===== src/rtl/csa_pipe_adder.sv =====
// Pipelined carry-select adder/subtractor.
//
// The WIDTH-bit operation is split into NBLK = WIDTH/BLOCK blocks. Stage k resolves
// block k and registers it, so one operation is accepted per cycle and the latency is
// NBLK edges from capture into stage 0. A single global stall freezes every stage
// while the output is held by the consumer.
//
// Ports:
//   clock      rising-edge clock
//   reset      asynchronous active-low reset
//   in_valid   operation presented          in_ready   stage can accept
//   a, b       operands                     sub        1 = a - b, 0 = a + b
//   cin        carry-in (add) / borrow-in (sub)
//   out_valid  result present               out_ready  consumer accepts
//   sum        result                       cout       raw carry out of bit WIDTH-1
//   ovf        signed two's-complement overflow
module csa_pipe_adder #(
   parameter int unsigned WIDTH = 32,
   parameter int unsigned BLOCK = 8
) (
   input  logic             clock,
   input  logic             reset,
   input  logic             in_valid,
   output logic             in_ready,
   input  logic [WIDTH-1:0] a,
   input  logic [WIDTH-1:0] b,
   input  logic             sub,
   input  logic             cin,
   output logic             out_valid,
   input  logic             out_ready,
   output logic [WIDTH-1:0] sum,
   output logic             cout,
   output logic             ovf
);

   localparam int unsigned NBLK = WIDTH / BLOCK;

   // Per-stage state. res_q[k] holds result slices 0..k; opa_q/opb_q hold the operand
   // bits not yet consumed, shifted down so the next block always sits at [BLOCK-1:0].
   logic [NBLK-1:0]  valid_q, valid_d;
   logic [NBLK-1:0]  carry_q, carry_d;
   logic [WIDTH-1:0] res_q [NBLK];
   logic [WIDTH-1:0] res_d [NBLK];
   logic [WIDTH-1:0] opa_q [NBLK];
   logic [WIDTH-1:0] opa_d [NBLK];
   logic [WIDTH-1:0] opb_q [NBLK];
   logic [WIDTH-1:0] opb_d [NBLK];
   logic             ovf_q, ovf_d;

   logic             stall;
   logic             accept;

   // Working values for the stage currently being evaluated in the loop below.
   logic [WIDTH-1:0] a_cur, b_cur, r_cur;
   logic             c_cur, v_cur;
   logic [BLOCK-1:0] s0, s1, s_sel;
   logic             co0, co1, co_sel;

   assign stall    = valid_q[NBLK-1] && !out_ready;
   assign in_ready = !stall;
   assign accept   = in_valid && !stall;

   always_comb begin
      // Stage 0 is fed straight from the inputs with the subtract folded in.
      a_cur   = a;
      b_cur   = sub ? ~b : b;
      c_cur   = cin ^ sub;
      v_cur   = accept;
      r_cur   = '0;
      s0      = '0;
      s1      = '0;
      s_sel   = '0;
      co0     = 1'b0;
      co1     = 1'b0;
      co_sel  = 1'b0;
      ovf_d   = 1'b0;
      valid_d = '0;
      carry_d = '0;
      for (int k = 0; k < NBLK; k++) begin
         res_d[k] = '0;
         opa_d[k] = '0;
         opb_d[k] = '0;
      end

      for (int k = 0; k < NBLK; k++) begin
         // Both candidate sums are formed, then the incoming carry picks one.
         {co0, s0} = {1'b0, a_cur[BLOCK-1:0]} + {1'b0, b_cur[BLOCK-1:0]};
         {co1, s1} = {1'b0, a_cur[BLOCK-1:0]} + {1'b0, b_cur[BLOCK-1:0]}
                     + {{BLOCK{1'b0}}, 1'b1};
         s_sel  = c_cur ? s1 : s0;
         co_sel = c_cur ? co1 : co0;

         valid_d[k] = v_cur;
         carry_d[k] = co_sel;
         res_d[k]   = r_cur | (WIDTH'(s_sel) << (k * BLOCK));
         opa_d[k]   = a_cur >> BLOCK;
         opb_d[k]   = b_cur >> BLOCK;

         // Carry into the block MSB is recovered from its sum bit; only the top
         // block's value survives the loop.
         ovf_d = a_cur[BLOCK-1] ^ b_cur[BLOCK-1] ^ s_sel[BLOCK-1] ^ co_sel;

         // The next stage works from this stage's registered state.
         a_cur = opa_q[k];
         b_cur = opb_q[k];
         c_cur = carry_q[k];
         v_cur = valid_q[k];
         r_cur = res_q[k];
      end
   end

   always_ff @(posedge clock or negedge reset) begin
      if (!reset) begin
         valid_q <= '0;
         carry_q <= '0;
         ovf_q   <= 1'b0;
         for (int k = 0; k < NBLK; k++) begin
            res_q[k] <= '0;
            opa_q[k] <= '0;
            opb_q[k] <= '0;
         end
      end else if (!stall) begin
         valid_q <= valid_d;
         // Bubbles leave the data registers untouched.
         for (int k = 0; k < NBLK; k++) begin
            if (valid_d[k]) begin
               res_q[k]   <= res_d[k];
               carry_q[k] <= carry_d[k];
               opa_q[k]   <= opa_d[k];
               opb_q[k]   <= opb_d[k];
            end
         end
         if (valid_d[NBLK-1]) begin
            ovf_q <= ovf_d;
         end
      end
   end

   assign out_valid = valid_q[NBLK-1];
   assign sum       = res_q[NBLK-1];
   assign cout      = carry_q[NBLK-1];
   assign ovf       = ovf_q;

endmodule


===== config.mk =====
export PLATFORM = sky130hd
export DESIGN_NAME = csa_pipe_adder
export DESIGN_NICKNAME = d
export VERILOG_FILES = /design/src/rtl/csa_pipe_adder.sv
export SDC_FILE = /design/constraint.sdc
export NUM_CORES = 1
export LEC_CHECK = 0
export BUFFER_PORTS_ARGS = -buffer_cell sky130_fd_sc_hd__buf_4
export CORE_MARGIN = 2
export CORE_UTILIZATION = 30
export CTS_BUF_LIST = sky130_fd_sc_hd__clkbuf_4
export CTS_CLUSTER_SIZE = 28
export DETAILED_ROUTE_END_ITERATION = 12
export SLEW_MARGIN = 30
export SYNTH_ARGS = -nofsm -noshare
export SYNTH_HDL_FRONTEND = slang
export SYNTH_SLANG_ARGS = --single-unit
export TNS_END_PERCENT = 20

===== constraint.sdc =====
create_clock -name clock -period 3 [get_ports clock]
set_input_delay 0.15 -clock clock [delete_from_list [all_inputs] [get_ports clock]]
set_output_delay 0.15 -clock clock [all_outputs]
set_load 0.005 [all_outputs]

# == Word level (Yosys, flattened, before mapping) ==
# Cells that the tools add are included.
# word_totals
reg_bits,209
in_bits,70
output_inout_bits,36
elab_cells,50
# classes
addsub,8
muxes,9
bitwise,9
n_reduce_logical,8
# op_table
op,n
$add A8 B8 Y9,4
$add A9 B1 Y9 const B,4
$mux W32,1
$mux W8,4
$not A32 Y32,1
$or A32 B24 Y32,1
$or A32 B32 Y32,1
$or A8 B16 Y16,1
$reduce_and A2 Y1,4
$mux W1,4
$xor A1 B1 Y1,4
$logic_and A1 B1 Y1,2
$logic_not A1 Y1,2
$not A1 Y1,1

# == Longest topological paths before layout ==
# depth
word_depth,5
mapped_depth,13
ltp_nobuf,11

# == Least setup slack after synthesis ==
# Ideal clock, no wire load.
# synth_path
kind,in2reg
startpoint,input sub
endpoint,register res_q[103] (netlist name)
setup_time_ns,0.135
t_arrival_ns,2.705
required_ns,2.865
setup_slack_ns,0.160
stages,13
n_path_buf,2
cell_sequence,buf_2 > buf_1 > xor2_1 > ha_1 > inv_1 > fa_1 > nor2b_1 > o21ai_0 > a21boi_0 > o21ai_0 > a21oi_1 > and4_1 > o31ai_1
# synth_via
elab_chain_cells,4
elab_cells_between_ends,5
cone_classes,2 x add/sub; 2 x mux; 1 x bitwise
# synth_lines
item,line_no,rtl
"start, declared",27,"input logic sub,"
$mux W32,66,b_cur = sub ? ~b : b;
$add A8 B8 Y9,"87, 88",
$add A9 B1 Y9,89,"+ {{BLOCK{1'b0}}, 1'b1};"
$mux W8 *,90,s_sel = c_cur ? s1 : s0;
"end signal, assigned by index",127,res_q[k] <= res_d[k];
"end, declared",42,logic [WIDTH-1:0] res_q [NBLK];
# Mark *: on every way between the ends. The rest lies on a longest branch, timed or not.
# A chain may end at the register's enable or synchronous reset.

# == Worst setup path after layout ==
# layout_path
startpoint,register opa_q[32] (netlist name)
endpoint,register ovf_q (netlist: ovf)
# layout_via
elab_chain_cells,5
elab_cells_between_ends,6
cone_classes,2 x add/sub; 2 x mux; 2 x bitwise
# layout_lines
item,line_no,rtl
"start, declared",44,logic [WIDTH-1:0] opa_q [NBLK];
"start signal, assigned by index",129,opa_q[k] <= opa_d[k];
$add A8 B8 Y9 *,"87, 88",
$add A9 B1 Y9,89,
$mux W8,90,
$xor A1 B1 Y1,101,ovf_d = a_cur[BLOCK-1] ^ b_cur[BLOCK-1] ^ s_sel[BLOCK-1] ^ co_sel;
$xor A1 B1 Y1 *,101,
"end signal, assigned",134,ovf_q <= ovf_d;
"end, declared",48,"logic ovf_q, ovf_d;"
# Marked as above.

==> run metrics <==
status finished, final reports clean; synth warn 0; grt ovf 0; Synth top area share 0.515; placed insts 1233; top routing layer in use met4; Yosys top cell by area dfrtp_1; Seq/Total Area, Yosys 0.515; post-cts resize count 0; sequential cell area 4630 um^2; # Post-CTS Setup Buffers 0; RSZ-0062 raised after global routing false; vias in the first global route 5762; antenna viol nets, final 0; CP Max Fanout 4; row cnt 63; share of cells above drive strength 1 0.319; hold_sp a[0]; metal2 WL 8.20 mm; syn nets 858; RD Place Congestion 0.777; Slowest-stage cell, CP fa_1; post-DP HPWL 13.2 mm; synthesized flop and latch total 185; PD cells 1010 nW/um^2; most frequent cells in the layout dfrtp_1 (185), mux2_2 (123), buf_4 (118); Final #Nets 1023; number of DRC markers in iteration 0 207; Setup crit start opa_q[32]; drt total wl 17.9 mm; CTS Sinks 185; worst vdd ir 0.000370 V; Final Hold Violating Endpoints 0; CTS Buf Count 17; crit-path max cell delay 0.45 ns; port buffer count 105; MaxCap Viol Count 0; Async S/R FF share, synth 1.00; Mapped Cells 748; HP Class in -> reg; initial core utilization 0.304; worst hold margin 0.0751 ns; Die X 177 um; detailed route wirelength on metal3 457 um; Worst-path clk slew 0.17 ns; routed vias/inst 4.43; Setup TNS 0 ns; first-pass GRT wire length 29.4 mm; slack of the critical path 0.190 ns; CTS tree yes; # IOs 106; final cell count without fillers 1318; Clock Skew 0.0422 ns; Post-synth top flop dfrtp_1; period utilisation layout 0.937; Avg Cell Area, Syn 12.0 um^2; synth top area cells dfrtp_1 (51%), mux2_2 (15%), xnor2_1 (5.1%), ha_1 (5.0%), o21ai_0 (3.4%); H-tree Lvls 4; Req. time, crit path 3.52 ns; CTS Hold Bufs 51; Netlist cell types 66; antenna violations before repair 1; multi-input logic area 4190 um^2; crit path kind reg -> reg; DRT Pass-1 Iters 4; height of the die 177 um; fillers 2875; mapped cell area 8990 um^2; commonest non-fill, non-tap cell in the layout dfrtp_1; root buf cell clkbuf_4; worst skew pair latency 0.58 ns; core region area 29600 um^2; Static Leakage 0.00498 uW; via count 5839; number of synthesized flops with an enable pin 0; Setup crit end kind flip-flop; Slew headroom 0.574; endpoints failing setup 0; critical path arrival 3.33 ns; CP cell instances ha_1 -> fa_1 -> a211oi_4 -> o21ai_1 -> a211oi_2 -> nand4_2 -> xnor2_2 -> xnor3_1 -> o21ai_1; M1 wire length 9.06 mm; Clock Path Buffers 2; Die Area 31400 um^2; RR Startpoint opa_q[32]; DRC Markers 0; Startpoint Class flip-flop; routed len/inst 13.6 um; Worst Tran Pin Value 0.639 ns; Max Freq 0.356 GHz; Place WS 0.210 ns; Total Routing Usage GR 0.119; crit path time final 2.81 ns; Area growth syn-to-layout 24.3%; largest net degree at the start of global routing 76; Crit path top cell by count o21ai_1; Max Slew Vio Count 0
## Yosys cell counts (all sizes together), types with 5 or more instances
| library cell | count |
|---|---|
| clkbuf | 15 |
| dfrtp | 185 |
| nand2 | 79 |
| a21oi | 16 |
| a21o | 7 |
| nor2 | 26 |
| o21ai | 65 |
| ha | 36 |
| o31ai | 5 |
| inv | 14 |
| nor3 | 6 |
| mux2 | 123 |
| a211oi | 5 |
| xnor2 | 53 |
| buf | 13 |
| xor2 | 22 |
| nand3 | 8 |
## path summary, 6_finish.rpt
check | endpoint | slack (ns) | cells past startpoint
min | res_q[96] | 0.08 | 4
max | ovf | 0.19 | 9
min in group asynchronous | res_q[32] | 0.15 | 2
max reg2reg | ovf | 0.19 | 9
max in group asynchronous | opa_q[102] | 1.99 | 4
min reg2reg | opb_q[36] | 0.49 | 1
## area by class of cell
cell class | count | area share
antenna | 2 | 0.000448
clock buffer | 17 | 0.0114
clock inverter | 15 | 0.0167
inverter | 15 | 0.00504
multi-input combinational | 520 | 0.375
sequential | 185 | 0.414
tap | 390 | 0.0437
timing repair buffer | 174 | 0.133
## through the flow
stage	utilization	area, um^2	power (uW)
after floorplan	-	8990	8360
after global placement	0.350	10300	9780
after detailed placement	0.350	10300	9930
after CTS	0.378	11200	11500
after global routing	0.378	11200	12300
final	0.378	11200	11300
## layer usage
layer / vias up / global-route usage
met5: - / 0
met4: 0 / 0.0386
met3: 10 / 0.0210
met2: 70 / 0.187
met1: 2784 / 0.165
li1: 2975 / -
## power breakdown
part / internal (uW) / switching, uW
clock: 530 / 942
sequential: 3590 / 637
combinational: 2910 / 2710
total: 7030 / 4290
## cell families (layout without fill, tap and decap cells)
logic type / count (synthesis) / in the layout / share of synthesized area
simple gates: 150 / 150 / 0.0816
flops: 185 / 185 / 0.515
mux: 127 / 127 / 0.159
compound gates: 127 / 127 / 0.0898
other cells: 0 / 2 / 0
fa+ha+maj: 40 / 40 / 0.0590
xor+xnor: 76 / 76 / 0.0764
buf+inv: 43 / 221 / 0.0198
## registers in the layout (all words and copies together) (netlist names)
name / cells
valid_q: 4
opa_q: 24
opb_d: 24
sum: 32
opb_q: 24
res_q: 48
ovf: 1
opa_d: 24
carry_q: 4
## critical path, delay by kind of cell, from the launching register on
family	cells	cell delay, ns
compound gates	4	0.87
fa+ha+maj	2	0.70
xor+xnor	2	0.62
flops	1	0.41
simple gates	1	0.15
(Power assumes the default switching activity.)
